### config.mk
export PLATFORM = sky130hd
export DESIGN_NAME = vga_timing_ctrl
export DESIGN_NICKNAME = d
export VERILOG_FILES = /design/src/rtl/vga_pkg.sv /design/src/rtl/vga_axis_seq.sv /design/src/rtl/vga_timing_ctrl.sv
export SDC_FILE = /design/constraint.sdc
export NUM_CORES = 1
export LEC_CHECK = 0
export CORE_MARGIN = 5
export CORE_UTILIZATION = 46
export CTS_CLUSTER_DIAMETER = 80
export CTS_CLUSTER_SIZE = 20
export DETAILED_ROUTE_END_ITERATION = 8
export PLACE_DENSITY = 0.75
export SLEW_MARGIN = 30
export SYNTH_ARGS = -nofsm -noshare
export SYNTH_HDL_FRONTEND = slang
export SYNTH_SLANG_ARGS = --single-unit
### constraint.sdc
create_clock -name clk -period 2.17 [get_ports clk]
set_input_delay 0.217 -clock clk [delete_from_list [all_inputs] [get_ports clk]]
set_output_delay 0.217 -clock clk [all_outputs]
set_load 0.01 [all_outputs]
### src/rtl/vga_pkg.sv
// ---------------------------------------------------------------------------
// vga_pkg
//
// Shared definitions for the VGA timing controller:
//   - default 640x480@60 timing constants (pixels / lines per segment),
//   - derived totals and sync window bounds for the default mode,
//   - the controller state enum,
//   - a helper that sizes the pixel-rate divider register.
// ---------------------------------------------------------------------------
package vga_pkg;

    // Counter MSB index and pixel-rate divider for a 50 MHz board clock.
    localparam int unsigned DEF_N       = 9;
    localparam int unsigned DEF_CLK_DIV = 2;

    // Horizontal segments, in pixels.
    localparam int unsigned DEF_H_ACTIVE = 640;
    localparam int unsigned DEF_H_FP     = 16;
    localparam int unsigned DEF_H_SYNC   = 96;
    localparam int unsigned DEF_H_BP     = 48;

    // Vertical segments, in lines.
    localparam int unsigned DEF_V_ACTIVE = 480;
    localparam int unsigned DEF_V_FP     = 10;
    localparam int unsigned DEF_V_SYNC   = 2;
    localparam int unsigned DEF_V_BP     = 33;

    // Derived values for the default mode.
    localparam int unsigned DEF_H_TOTAL      = DEF_H_ACTIVE + DEF_H_FP + DEF_H_SYNC + DEF_H_BP;
    localparam int unsigned DEF_V_TOTAL      = DEF_V_ACTIVE + DEF_V_FP + DEF_V_SYNC + DEF_V_BP;
    localparam int unsigned DEF_H_SYNC_START = DEF_H_ACTIVE + DEF_H_FP;
    localparam int unsigned DEF_H_SYNC_END   = DEF_H_SYNC_START + DEF_H_SYNC;
    localparam int unsigned DEF_V_SYNC_START = DEF_V_ACTIVE + DEF_V_FP;
    localparam int unsigned DEF_V_SYNC_END   = DEF_V_SYNC_START + DEF_V_SYNC;

    // IDLE : counters held at (0,0), outputs blanked, sync inactive.
    // RUN  : scanning, en still asserted.
    // DRAIN: scanning, stop requested; returns to IDLE at the end of frame.
    typedef enum logic [1:0] {
        IDLE  = 2'd0,
        RUN   = 2'd1,
        DRAIN = 2'd2
    } vga_state_t;

    // Width of a counter that must hold 0..div-1. A divide-by-one still
    // gets a single bit so the register is never zero-width.
    function automatic int unsigned div_width(input int unsigned div);
        return (div <= 1) ? 1 : $clog2(div);
    endfunction

endpackage

### src/rtl/vga_axis_seq.sv
// ---------------------------------------------------------------------------
// vga_axis_seq
//
// One scan axis (horizontal or vertical): a wrapping position counter with
// step/clear controls plus sync and active-area decode of the *next* count.
// Decoding the next count lets the parent register sync/blank on the same
// edge as the counter, so position and decode never skew.
//
// Ports:
//   clk_i       system clock
//   rst_ni      asynchronous active-low reset
//   step_i      advance by one position (wraps TOTAL-1 -> 0)
//   clear_i     force the counter to 0 (has priority over step_i)
//   cnt_o       current position, 0..TOTAL-1
//   wrap_o      step_i while at TOTAL-1: this step returns the axis to 0
//   sync_d_o    next position lies in [SYNC_START, SYNC_END)
//   active_d_o  next position lies in [0, ACTIVE)
// ---------------------------------------------------------------------------
module vga_axis_seq #(
    parameter int unsigned W          = 10,
    parameter int unsigned TOTAL      = 800,
    parameter int unsigned ACTIVE     = 640,
    parameter int unsigned SYNC_START = 656,
    parameter int unsigned SYNC_END   = 752
) (
    input  logic         clk_i,
    input  logic         rst_ni,
    input  logic         step_i,
    input  logic         clear_i,
    output logic [W-1:0] cnt_o,
    output logic         wrap_o,
    output logic         sync_d_o,
    output logic         active_d_o
);

    localparam logic [W-1:0] LAST = W'(TOTAL - 1);

    logic [W-1:0] cnt_q;
    logic [W-1:0] cnt_d;
    logic         at_last;
    logic [31:0]  cnt_d_ext;

    assign at_last = (cnt_q == LAST);

    always_comb begin
        cnt_d = cnt_q;
        if (clear_i) begin
            cnt_d = '0;
        end else if (step_i) begin
            cnt_d = at_last ? '0 : cnt_q + W'(1);
        end
    end

    always_ff @(posedge clk_i or negedge rst_ni) begin
        if (!rst_ni) begin
            cnt_q <= '0;
        end else begin
            cnt_q <= cnt_d;
        end
    end

    // wrap_o deliberately ignores clear_i: the vertical axis is chained off
    // the horizontal wrap, and the FSM needs the end-of-frame condition to
    // decide whether to clear in the first place.
    assign wrap_o = step_i & at_last;

    // Compare at 32 bits: SYNC_END may equal TOTAL when the back porch is
    // empty, which would not fit in W bits.
    assign cnt_d_ext  = 32'(cnt_d);
    assign sync_d_o   = (cnt_d_ext >= SYNC_START) && (cnt_d_ext < SYNC_END);
    assign active_d_o = (cnt_d_ext < ACTIVE);

    assign cnt_o = cnt_q;

endmodule

### src/rtl/vga_timing_ctrl.sv
// ---------------------------------------------------------------------------
// vga_timing_ctrl
//
// Single timing source for the VGA scan path. A free-running divider makes a
// pixel-rate tick from the system clock; an IDLE/RUN/DRAIN controller gates
// two chained axis counters so scanning always starts at (0,0) and a stop
// request always finishes the current frame. Sync, blank and the line/frame
// markers are registered from the next-state counters, so every output moves
// on the same clock edge as x/y.
//
// Run/stop handshake: en is a level request sampled only on tick cycles.
// en=1 on a tick starts (from IDLE) or keeps scanning; en=0 on a tick marks
// the frame to end, and the controller goes IDLE on the wrap tick of the
// last position only if en is still 0 there. Pulses of en between ticks are
// never seen.
//
// Ports:
//   clk          system clock
//   rst_n        asynchronous active-low reset
//   en           run request (level, sampled on ticks)
//   pix_tick     one-clk pulse every CLK_DIV clks
//   x, y         scan position
//   hsync/vsync  active-low sync
//   blank        high outside the active area or while idle
//   line_start   one-clk pulse when x becomes 0 while running
//   frame_start  one-clk pulse when (x,y) becomes (0,0) while running
//   running      high in RUN and DRAIN
//   frame_cnt    frames started, modulo 256
// ---------------------------------------------------------------------------
module vga_timing_ctrl
    import vga_pkg::*;
#(
    parameter int unsigned N        = DEF_N,
    parameter int unsigned CLK_DIV  = DEF_CLK_DIV,
    parameter int unsigned H_ACTIVE = DEF_H_ACTIVE,
    parameter int unsigned H_FP     = DEF_H_FP,
    parameter int unsigned H_SYNC   = DEF_H_SYNC,
    parameter int unsigned H_BP     = DEF_H_BP,
    parameter int unsigned V_ACTIVE = DEF_V_ACTIVE,
    parameter int unsigned V_FP     = DEF_V_FP,
    parameter int unsigned V_SYNC   = DEF_V_SYNC,
    parameter int unsigned V_BP     = DEF_V_BP
) (
    input  logic       clk,
    input  logic       rst_n,
    input  logic       en,
    output logic       pix_tick,
    output logic [N:0] x,
    output logic [N:0] y,
    output logic       hsync,
    output logic       vsync,
    output logic       blank,
    output logic       line_start,
    output logic       frame_start,
    output logic       running,
    output logic [7:0] frame_cnt
);

    localparam int unsigned H_TOTAL      = H_ACTIVE + H_FP + H_SYNC + H_BP;
    localparam int unsigned V_TOTAL      = V_ACTIVE + V_FP + V_SYNC + V_BP;
    localparam int unsigned H_SYNC_START = H_ACTIVE + H_FP;
    localparam int unsigned H_SYNC_END   = H_SYNC_START + H_SYNC;
    localparam int unsigned V_SYNC_START = V_ACTIVE + V_FP;
    localparam int unsigned V_SYNC_END   = V_SYNC_START + V_SYNC;

    localparam int unsigned      DIV_W    = div_width(CLK_DIV);
    localparam logic [DIV_W-1:0] DIV_LAST = DIV_W'(CLK_DIV - 1);

    // -----------------------------------------------------------------------
    // Pixel-rate divider. Free-runs regardless of state; tick is the
    // internal strobe, pix_tick its registered copy. Registering it makes
    // pix_tick rise on the same edge where the counters and state move, so
    // a consumer sees pix_tick together with the new x/y.
    // -----------------------------------------------------------------------
    logic [DIV_W-1:0] div_q;
    logic [DIV_W-1:0] div_d;
    logic             tick;

    assign tick  = (div_q == DIV_LAST);
    assign div_d = tick ? '0 : div_q + DIV_W'(1);

    // -----------------------------------------------------------------------
    // Axis counters. The vertical axis steps on the horizontal wrap, so its
    // wrap output is the end-of-frame tick (tick & scanning & at last x,y).
    // -----------------------------------------------------------------------
    vga_state_t state_q;
    vga_state_t state_d;

    logic       h_step;
    logic       axis_clear;
    logic       h_wrap;
    logic       v_wrap;
    logic       h_sync_d;
    logic       v_sync_d;
    logic       h_active_d;
    logic       v_active_d;
    logic [N:0] h_cnt;
    logic [N:0] v_cnt;

    assign h_step     = tick && (state_q != IDLE);
    assign axis_clear = (state_d == IDLE);

    vga_axis_seq #(
        .W          (N + 1),
        .TOTAL      (H_TOTAL),
        .ACTIVE     (H_ACTIVE),
        .SYNC_START (H_SYNC_START),
        .SYNC_END   (H_SYNC_END)
    ) u_h_axis (
        .clk_i      (clk),
        .rst_ni     (rst_n),
        .step_i     (h_step),
        .clear_i    (axis_clear),
        .cnt_o      (h_cnt),
        .wrap_o     (h_wrap),
        .sync_d_o   (h_sync_d),
        .active_d_o (h_active_d)
    );

    vga_axis_seq #(
        .W          (N + 1),
        .TOTAL      (V_TOTAL),
        .ACTIVE     (V_ACTIVE),
        .SYNC_START (V_SYNC_START),
        .SYNC_END   (V_SYNC_END)
    ) u_v_axis (
        .clk_i      (clk),
        .rst_ni     (rst_n),
        .step_i     (h_wrap),
        .clear_i    (axis_clear),
        .cnt_o      (v_cnt),
        .wrap_o     (v_wrap),
        .sync_d_o   (v_sync_d),
        .active_d_o (v_active_d)
    );

    // -----------------------------------------------------------------------
    // Run/stop controller. All transitions are qualified by tick; v_wrap
    // already implies tick and a scanning state.
    // -----------------------------------------------------------------------
    always_comb begin
        state_d = state_q;
        case (state_q)
            IDLE: begin
                if (tick && en) begin
                    state_d = RUN;
                end
            end
            RUN: begin
                if (tick && !en) begin
                    state_d = v_wrap ? IDLE : DRAIN;
                end
            end
            DRAIN: begin
                if (tick && en) begin
                    state_d = RUN;
                end else if (v_wrap) begin
                    state_d = IDLE;
                end
            end
            default: begin
                state_d = IDLE;
            end
        endcase
    end

    always_ff @(posedge clk or negedge rst_n) begin
        if (!rst_n) begin
            state_q <= IDLE;
            div_q   <= '0;
        end else begin
            state_q <= state_d;
            div_q   <= div_d;
        end
    end

    // -----------------------------------------------------------------------
    // Markers and decoded outputs, computed from next-state values and
    // registered alongside the counters.
    // -----------------------------------------------------------------------
    logic       starting;
    logic       scanning_d;
    logic       line_start_d;
    logic       frame_start_d;
    logic       hsync_d;
    logic       vsync_d;
    logic       blank_d;
    logic [7:0] frame_cnt_d;

    logic       pix_tick_q;
    logic       line_start_q;
    logic       frame_start_q;
    logic       hsync_q;
    logic       vsync_q;
    logic       blank_q;
    logic       running_q;
    logic [7:0] frame_cnt_q;

    assign scanning_d = (state_d != IDLE);

    // Leaving IDLE keeps (x,y) at (0,0), so it counts as a line and frame
    // start even though the counters themselves do not move.
    assign starting      = (state_q == IDLE) && scanning_d;
    assign line_start_d  = starting || (h_wrap && scanning_d);
    assign frame_start_d = starting || (v_wrap && scanning_d);
    assign frame_cnt_d   = frame_cnt_q + 8'(frame_start_d);

    assign hsync_d = !scanning_d || !h_sync_d;
    assign vsync_d = !scanning_d || !v_sync_d;
    assign blank_d = !scanning_d || !(h_active_d && v_active_d);

    always_ff @(posedge clk or negedge rst_n) begin
        if (!rst_n) begin
            pix_tick_q    <= 1'b0;
            line_start_q  <= 1'b0;
            frame_start_q <= 1'b0;
            hsync_q       <= 1'b1;
            vsync_q       <= 1'b1;
            blank_q       <= 1'b1;
            running_q     <= 1'b0;
            frame_cnt_q   <= 8'd0;
        end else begin
            pix_tick_q    <= tick;
            line_start_q  <= line_start_d;
            frame_start_q <= frame_start_d;
            hsync_q       <= hsync_d;
            vsync_q       <= vsync_d;
            blank_q       <= blank_d;
            running_q     <= scanning_d;
            frame_cnt_q   <= frame_cnt_d;
        end
    end

    assign pix_tick    = pix_tick_q;
    assign x           = h_cnt;
    assign y           = v_cnt;
    assign hsync       = hsync_q;
    assign vsync       = vsync_q;
    assign blank       = blank_q;
    assign line_start  = line_start_q;
    assign frame_start = frame_start_q;
    assign running     = running_q;
    assign frame_cnt   = frame_cnt_q;

endmodule

# After elaboration in Yosys (flattened, before gate mapping)
# Cells that the tools add are included.
[totals]
register_bits = 38
latch_bits = 0
ram_bits = 0
romBits = 0
input_bits = 3
output_inout_bits = 35
wordCells = 64
n_memories = 0
[classes]
add_sub_neg = 4
n_mul = 0
n_div = 0
n_lt_le_gt_ge = 6
eq_ne = 4
shifts = 0
mux = 13
n_bitwise = 2
reduce_logical = 23
[ops]
columns = ["op", "count"]
rows = [
  ["$mux W10", 6],
  ["$add A10 B1 Y10 const B", 2],
  ["$eq A10 B10 Y1 const B", 2],
  ["$lt A10 B10 Y1 const B", 2],
  ["$lt A10 B9 Y1 const B", 2],
  ["$ge A10 B10 Y1 const B", 1],
  ["$ge A10 B9 Y1 const B", 1],
  ["$mux W2", 5],
  ["$logic_and A1 B1 Y1", 9],
  ["$add A8 B1 Y8", 1],
  ["$pmux W2 S3", 1],
  ["$logic_not A1 Y1", 5],
  ["$logic_or A1 B1 Y1", 5],
  ["$logic_not A2 Y1", 2],
  ["$reduce_bool A2 Y1", 2],
  ["$and A1 B1 Y1", 2],
  ["$eq A2 B1 Y1 const B", 1],
  ["$eq A2 B2 Y1 const B", 1],
  ["$add A1 B1 Y1 const B", 1],
  ["$mux W1", 1],
]

# Depth between registers and ports, before layout
[depth]
ltp_word = 13
depth_mapped = 11

# Modules after synthesis
# Synthesis repeated with hierarchy kept, for this count alone.
[unflattened]
cells_unflattened = 202
hier_area_um2 = 2138.3
[by_module_without_submodules]
columns = ["module", "n_inst", "cells_per_inst", "area_each_um2"]
rows = [
  ["vga_axis_seq (u_h_axis)", 1, 73, 728.2],
  ["vga_timing_ctrl", 1, 56, 718.2],
  ["vga_axis_seq (u_v_axis)", 1, 73, 691.9],
]

# Least setup slack after synthesis
# Ideal clock, no wire load.
[synth_path]
path_type = "reg-to-reg"
start = "reg u_h_axis.cnt_q[0] (netlist: u_h_axis.cnt_o[0])"
end = "reg frame_cnt_q[6] (netlist: frame_cnt[6])"
arrival_ns = 2.254
required_ns = 2.045
slack_ns = -0.209
path_stages_with_launch = 12
cell_sequence = "dfrtp_1 > ha_1 > o2111a_2 > and3_1 > buf_2 > nand2_1 > a21boi_0 > ha_1 > ha_1 > and3_1 > nand3_1 > xnor2_1"
[synth_via]
elab_chain_cells = 10
[synth_lines]
columns = ["item", "line_no", "source"]
rows = [
  ["from (decl)", "vga_axis_seq.sv:38", "logic [W-1:0] cnt_q;"],
  ["from (signal assigned)", "vga_axis_seq.sv:58", "cnt_q <= cnt_d;"],
  ["$eq A10 B10 Y1 *", "vga_axis_seq.sv:43", "assign at_last = (cnt_q == LAST);"],
  ["$and A1 B1 Y1 * (2 in a row)", "vga_axis_seq.sv:65", "assign wrap_o = step_i & at_last;"],
  ["$mux W2 (on tied branches)", "vga_timing_ctrl.sv:157, vga_timing_ctrl.sv:151", ""],
  ["$mux W2 (on tied branches)", "vga_timing_ctrl.sv:155, vga_timing_ctrl.sv:150", ""],
  ["$pmux W2 S3", "vga_timing_ctrl.sv:143", "case (state_q)"],
  ["$reduce_bool A2 Y1", "vga_timing_ctrl.sv:199", "assign scanning_d = (state_d != IDLE);"],
  ["$logic_and A1 B1 Y1 (on tied branches)", "vga_timing_ctrl.sv:203, vga_timing_ctrl.sv:205", ""],
  ["$logic_or A1 B1 Y1 *", "vga_timing_ctrl.sv:205", "assign frame_start_d = starting || (v_wrap && scanning_d);"],
  ["via frame_start_d", "vga_timing_ctrl.sv:184", "logic frame_start_d;"],
  ["$add A8 B1 Y8 *", "vga_timing_ctrl.sv:206", "assign frame_cnt_d = frame_cnt_q + 8'(frame_start_d);"],
  ["via frame_cnt_d[6]", "vga_timing_ctrl.sv:188", "logic [7:0] frame_cnt_d;"],
  ["to (signal assigned)", "vga_timing_ctrl.sv:230", "frame_cnt_q <= frame_cnt_d;"],
  ["to (decl)", "vga_timing_ctrl.sv:197", "logic [7:0] frame_cnt_q;"],
]
# Mark *: on every way through the listed nets, which the timed path passes. The rest lies on a longest branch.

# Worst setup path in the final report
[layout_path]
start = "reg u_h_axis.cnt_q[0] (netlist: u_h_axis.cnt_o[0])"
end = "reg vsync_q (netlist: vsync)"
[layout_via]
elab_chain_cells = 12
[layout_lines]
columns = ["item", "line_no", "source"]
rows = [
  ["$eq A10 B10 Y1 *", "vga_axis_seq.sv:43", ""],
  ["$and A1 B1 Y1 *", "vga_axis_seq.sv:65", ""],
  ["$and A1 B1 Y1", "vga_axis_seq.sv:65", ""],
  ["$mux W2 (on tied branches)", "vga_timing_ctrl.sv:157, vga_timing_ctrl.sv:151", ""],
  ["$mux W2 (on tied branches)", "vga_timing_ctrl.sv:155, vga_timing_ctrl.sv:150", ""],
  ["$pmux W2 S3", "vga_timing_ctrl.sv:143", ""],
  ["$logic_not A2 Y1", "vga_timing_ctrl.sv:101", "assign axis_clear = (state_d == IDLE);"],
  ["$mux W10 *", "vga_axis_seq.sv:47", "if (clear_i) begin"],
  ["via u_v_axis.cnt_d[5]", "vga_axis_seq.sv:39", "logic [W-1:0] cnt_d;"],
  ["$ge A10 B9 Y1 or $lt A10 B9 Y1 (tied branches)", "vga_axis_seq.sv:70", "assign sync_d_o = (cnt_d_ext >= SYNC_START) && (cnt_d_ext < SYNC_END);"],
  ["$logic_and A1 B1 Y1 *", "vga_axis_seq.sv:70", ""],
  ["$logic_not A1 Y1 *", "vga_timing_ctrl.sv:209", "assign vsync_d = !scanning_d || !v_sync_d;"],
  ["$logic_or A1 B1 Y1 *", "vga_timing_ctrl.sv:209", ""],
  ["via vsync_d", "vga_timing_ctrl.sv:186", "logic vsync_d;"],
  ["to (signal assigned)", "vga_timing_ctrl.sv:227", "vsync_q <= vsync_d;"],
  ["to (decl)", "vga_timing_ctrl.sv:194", "logic vsync_q;"],
]
# Marked as above.

==> results.json <==
{
  "status": "complete, but fails checks",
  "violations": "setup timing",
  "regArea_sq_um": 955,
  "die-area_sq_um": 5530,
  "hp-class": "primary input to async pin",
  "fin_area_sq_um": 2920,
  "clkSinkCount": 38,
  "port_buffers": 37,
  "io_pins": 38,
  "synth_warnings": 0,
  "max-cap-violations": 0,
  "fill_cells": 291,
  "clockBufferDepth": 2,
  "die_w_um": 74.4,
  "power.density_nw_per_um2": 630,
  "pre_cts_ws_ps": -78.5,
  "rsz0062_at_grt": "yes",
  "synth_top_family_by_area": "simple AND/OR/NAND/NOR gates",
  "crit_chain": "ha_2 -> o2111a_2 -> nand3_4 -> buf_4 -> or3_1 -> a21oi_1 -> nor4b_2 -> nand4_1",
  "synth-seq-cells": 38,
  "r2r_slack_ps": -8,
  "post-route-util_pct": 73.1,
  "final_nets": 293,
  "crit_slowest_cell": "dfrtp_1",
  "drive_gt1_share_pct": 30.8,
  "postSynthAreaPerCell_sq_um": 9.68,
  "synthAdderAreaFrac_pct": 3.28,
  "setup_viol": 1,
  "timing_hold_violations_final": 0,
  "p_leak_nw": 1.32,
  "syn_area_sq_um": 1910,
  "syn_nets": 205,
  "grt-ovfl-total": 0,
  "post-route-min-period_ps": 2180,
  "mostFrequentLayoutCells": "buf_4, clkdlybuf4s50_1, dfrtp_1",
  "critPathCaptureType": "flop",
  "skew_ps": 12.6,
  "path_class": "flop to flop",
  "hpwl_mm": 3.66,
  "cp.required_ps": 2360,
  "netlist_instances": 197,
  "wirelength_mm": 5.40,
  "async_reset_ff_share_pct": 100,
  "die_y_um": 74.4,
  "yosys.area_share.simple_pct": 26.8,
  "setup_slack_ps": -7.77,
  "multi_input_area_sq_um": 1050,
  "grt_pass1_wl_mm": 8.59,
  "track_usage_pct": 20.7,
  "start_kind": "flop",
  "cp_data_arrival_time_ps": 2360,
  "synth_compound_area_share_pct": 8.86,
  "ys_seq_area_share_pct": 50.1,
  "ir_worst_vdd_v": 0.000377,
  "critPathMaxStageDelay_ps": 370,
  "avgViaCountPerCell": 5.40,
  "mostFrequentLayoutCell": "buf_4",
  "grt_pass1_vias": 1721,
  "synth.distinct_cells": 43,
  "htreeDepth": 2,
  "placed_cell_area_sq_um": 2630,
  "slew_violations": 0,
  "clk_latency_ps": 300,
  "synth-xor-area-share_pct": 8.73,
  "start_util_pct": 47.7,
  "worst_slew_pin_slew_ps": 839,
  "max_freq_mhz": 459,
  "worstPathMaxFanout": 4,
  "fp-row-count": 23,
  "fin_crit_sh_pct": 100,
  "grt_max_degree": 39,
  "core_area_sq_um": 4000,
  "wl_per_cell_um": 16.1,
  "remaining_drc_errors": 0,
  "area_growth_pct": 53.3,
  "dr.pass1.iters": 5,
  "drtAntennaViolNets": 0,
  "cts_tree": "yes",
  "antenna_found_initial": 0,
  "n_antenna_cell": 0,
  "relSlewSlack_pct": 44.1,
  "synthMuxAreaShare_pct": 0.591,
  "drt_iter0_drc": 154,
  "synth_edf_count": 0,
  "cts_inserted_buffers": 5,
  "p_total_mw": 1.84,
  "setup-tns-final_ps": -7.77,
  "finalWeightedCongestion": 0.855,
  "yosys_most_used_dff": "dfrtp_1",
  "path_clk_slew_ps": 80,
  "clock-root-buffer": "clkbuf_8",
  "vias": 1815
}
[metal layers]
layer / part of all wire [%] / up-vias / track usage, %
met1: 42 / 869 / 27.5
met4: 1.6 / 0 / 6.52
met5: 0 / - / 0
li1: - / 869 / -
met2: 50 / 64 / 33.6
met3: 6.1 / 13 / 4.59
[report_power, final]
group | leakage (nW) | internal (mW) | switching (mW)
Clock | 0.0579 | 0.339 | 0.265
Combinational | 0.760 | 0.219 | 0.168
Sequential | 0.500 | 0.777 | 0.0749
[kinds of logic (layout without fill, tap and decap cells)]
logic type	count (synthesis)	after routing
and+or+nand+nor	100	100
xor gates and xnor gates	19	19
buffers and inverters	8	97
muxes	1	1
adders and majority gates	5	5
DFF	38	38
AOI/OAI and AO/OA	26	26
[repair_timing]
| item | 4_1_cts | 5_1_grt |
|---|---|---|
| resized for setup | 6 | 12 |
| endpoints found under the setup margin | 2 | 6 |
| pin swaps | 9 | 13 |
| buffers inserted | 9 | 4 |
| gates cloned | 0 | 0 |
| hold buffers | 0 | 0 |
[final timing paths]
| kind | start | endpoint | cells past startpoint |
|---|---|---|---|
| setup reg to reg | u_h_axis.cnt_o[0] | vsync | 8 |
| hold reg to reg | frame_cnt[7] | frame_cnt[7] | 1 |
| max in group asynchronous | rst_n | u_v_axis.cnt_o[0] | 1 |
| hold / removal | rst_n | u_v_axis.cnt_o[8] | 1 |
| min in group clk | frame_cnt[7] | frame_cnt[7] | 1 |
| setup / recovery | u_h_axis.cnt_o[0] | vsync | 8 |
[cell type report]
class	count	share of cell area, %
clock buffers	5	2.35
clock inverters	3	1.37
inverters	4	0.513
multi-input cells	151	36.0
flip-flops and latches	38	32.6
well taps	50	2.14
repair buffers	85	24.9
[critical path, delay by kind of cell (launching register included)]
kind	cells	cell delay [ps]
buf+inv	1	160
compound gates	2	440
flops	1	370
simple gates	4	920
fa+ha+maj	1	180
[cells in the mapped netlist (2+ instances only)]
cell type,number,area share (%)
nor3_1,5,1.3
inv_1,4,0.79
xnor2_1,11,5.1
nor2b_1,2,0.66
nand2_1,23,4.5
and3_1,6,2.0
a21oi_1,9,2.4
xor2_1,8,3.7
or4_1,3,1.2
nand3_1,9,2.4
nand4_1,6,2.0
nor4_1,2,0.66
nor2_1,28,5.5
dfstp_2,3,4.1
ha_1,5,3.3
nand2b_1,2,0.66
and2_1,3,0.98
dfrtp_1,35,46
o21ai_0,5,1.3
clkbuf_1,3,0.59
or2_2,2,0.66
a32oi_1,2,0.92
[state kept, by name (all words and copies together) (netlist names)]
signal	cells
line_start	1
div_q	1
hsync	1
blank	1
frame_cnt	8
vsync	1
u_v_axis.cnt_o	10
running	1
frame_start	1
pix_tick	1
state_q	2
u_h_axis.cnt_o	10
[through the flow]
step / hold WS (ps) / std cells
6_report: 18.3 / 336
5_1_grt: 94.4 / 336
4_1_cts: 48.0 / 333
3_5_place_dp: 365 / 316
3_3_place_gp: 362 / 316
2_1_floorplan: -78.6 / 197
No activity file was read; power rests on OpenSTA's default activity.
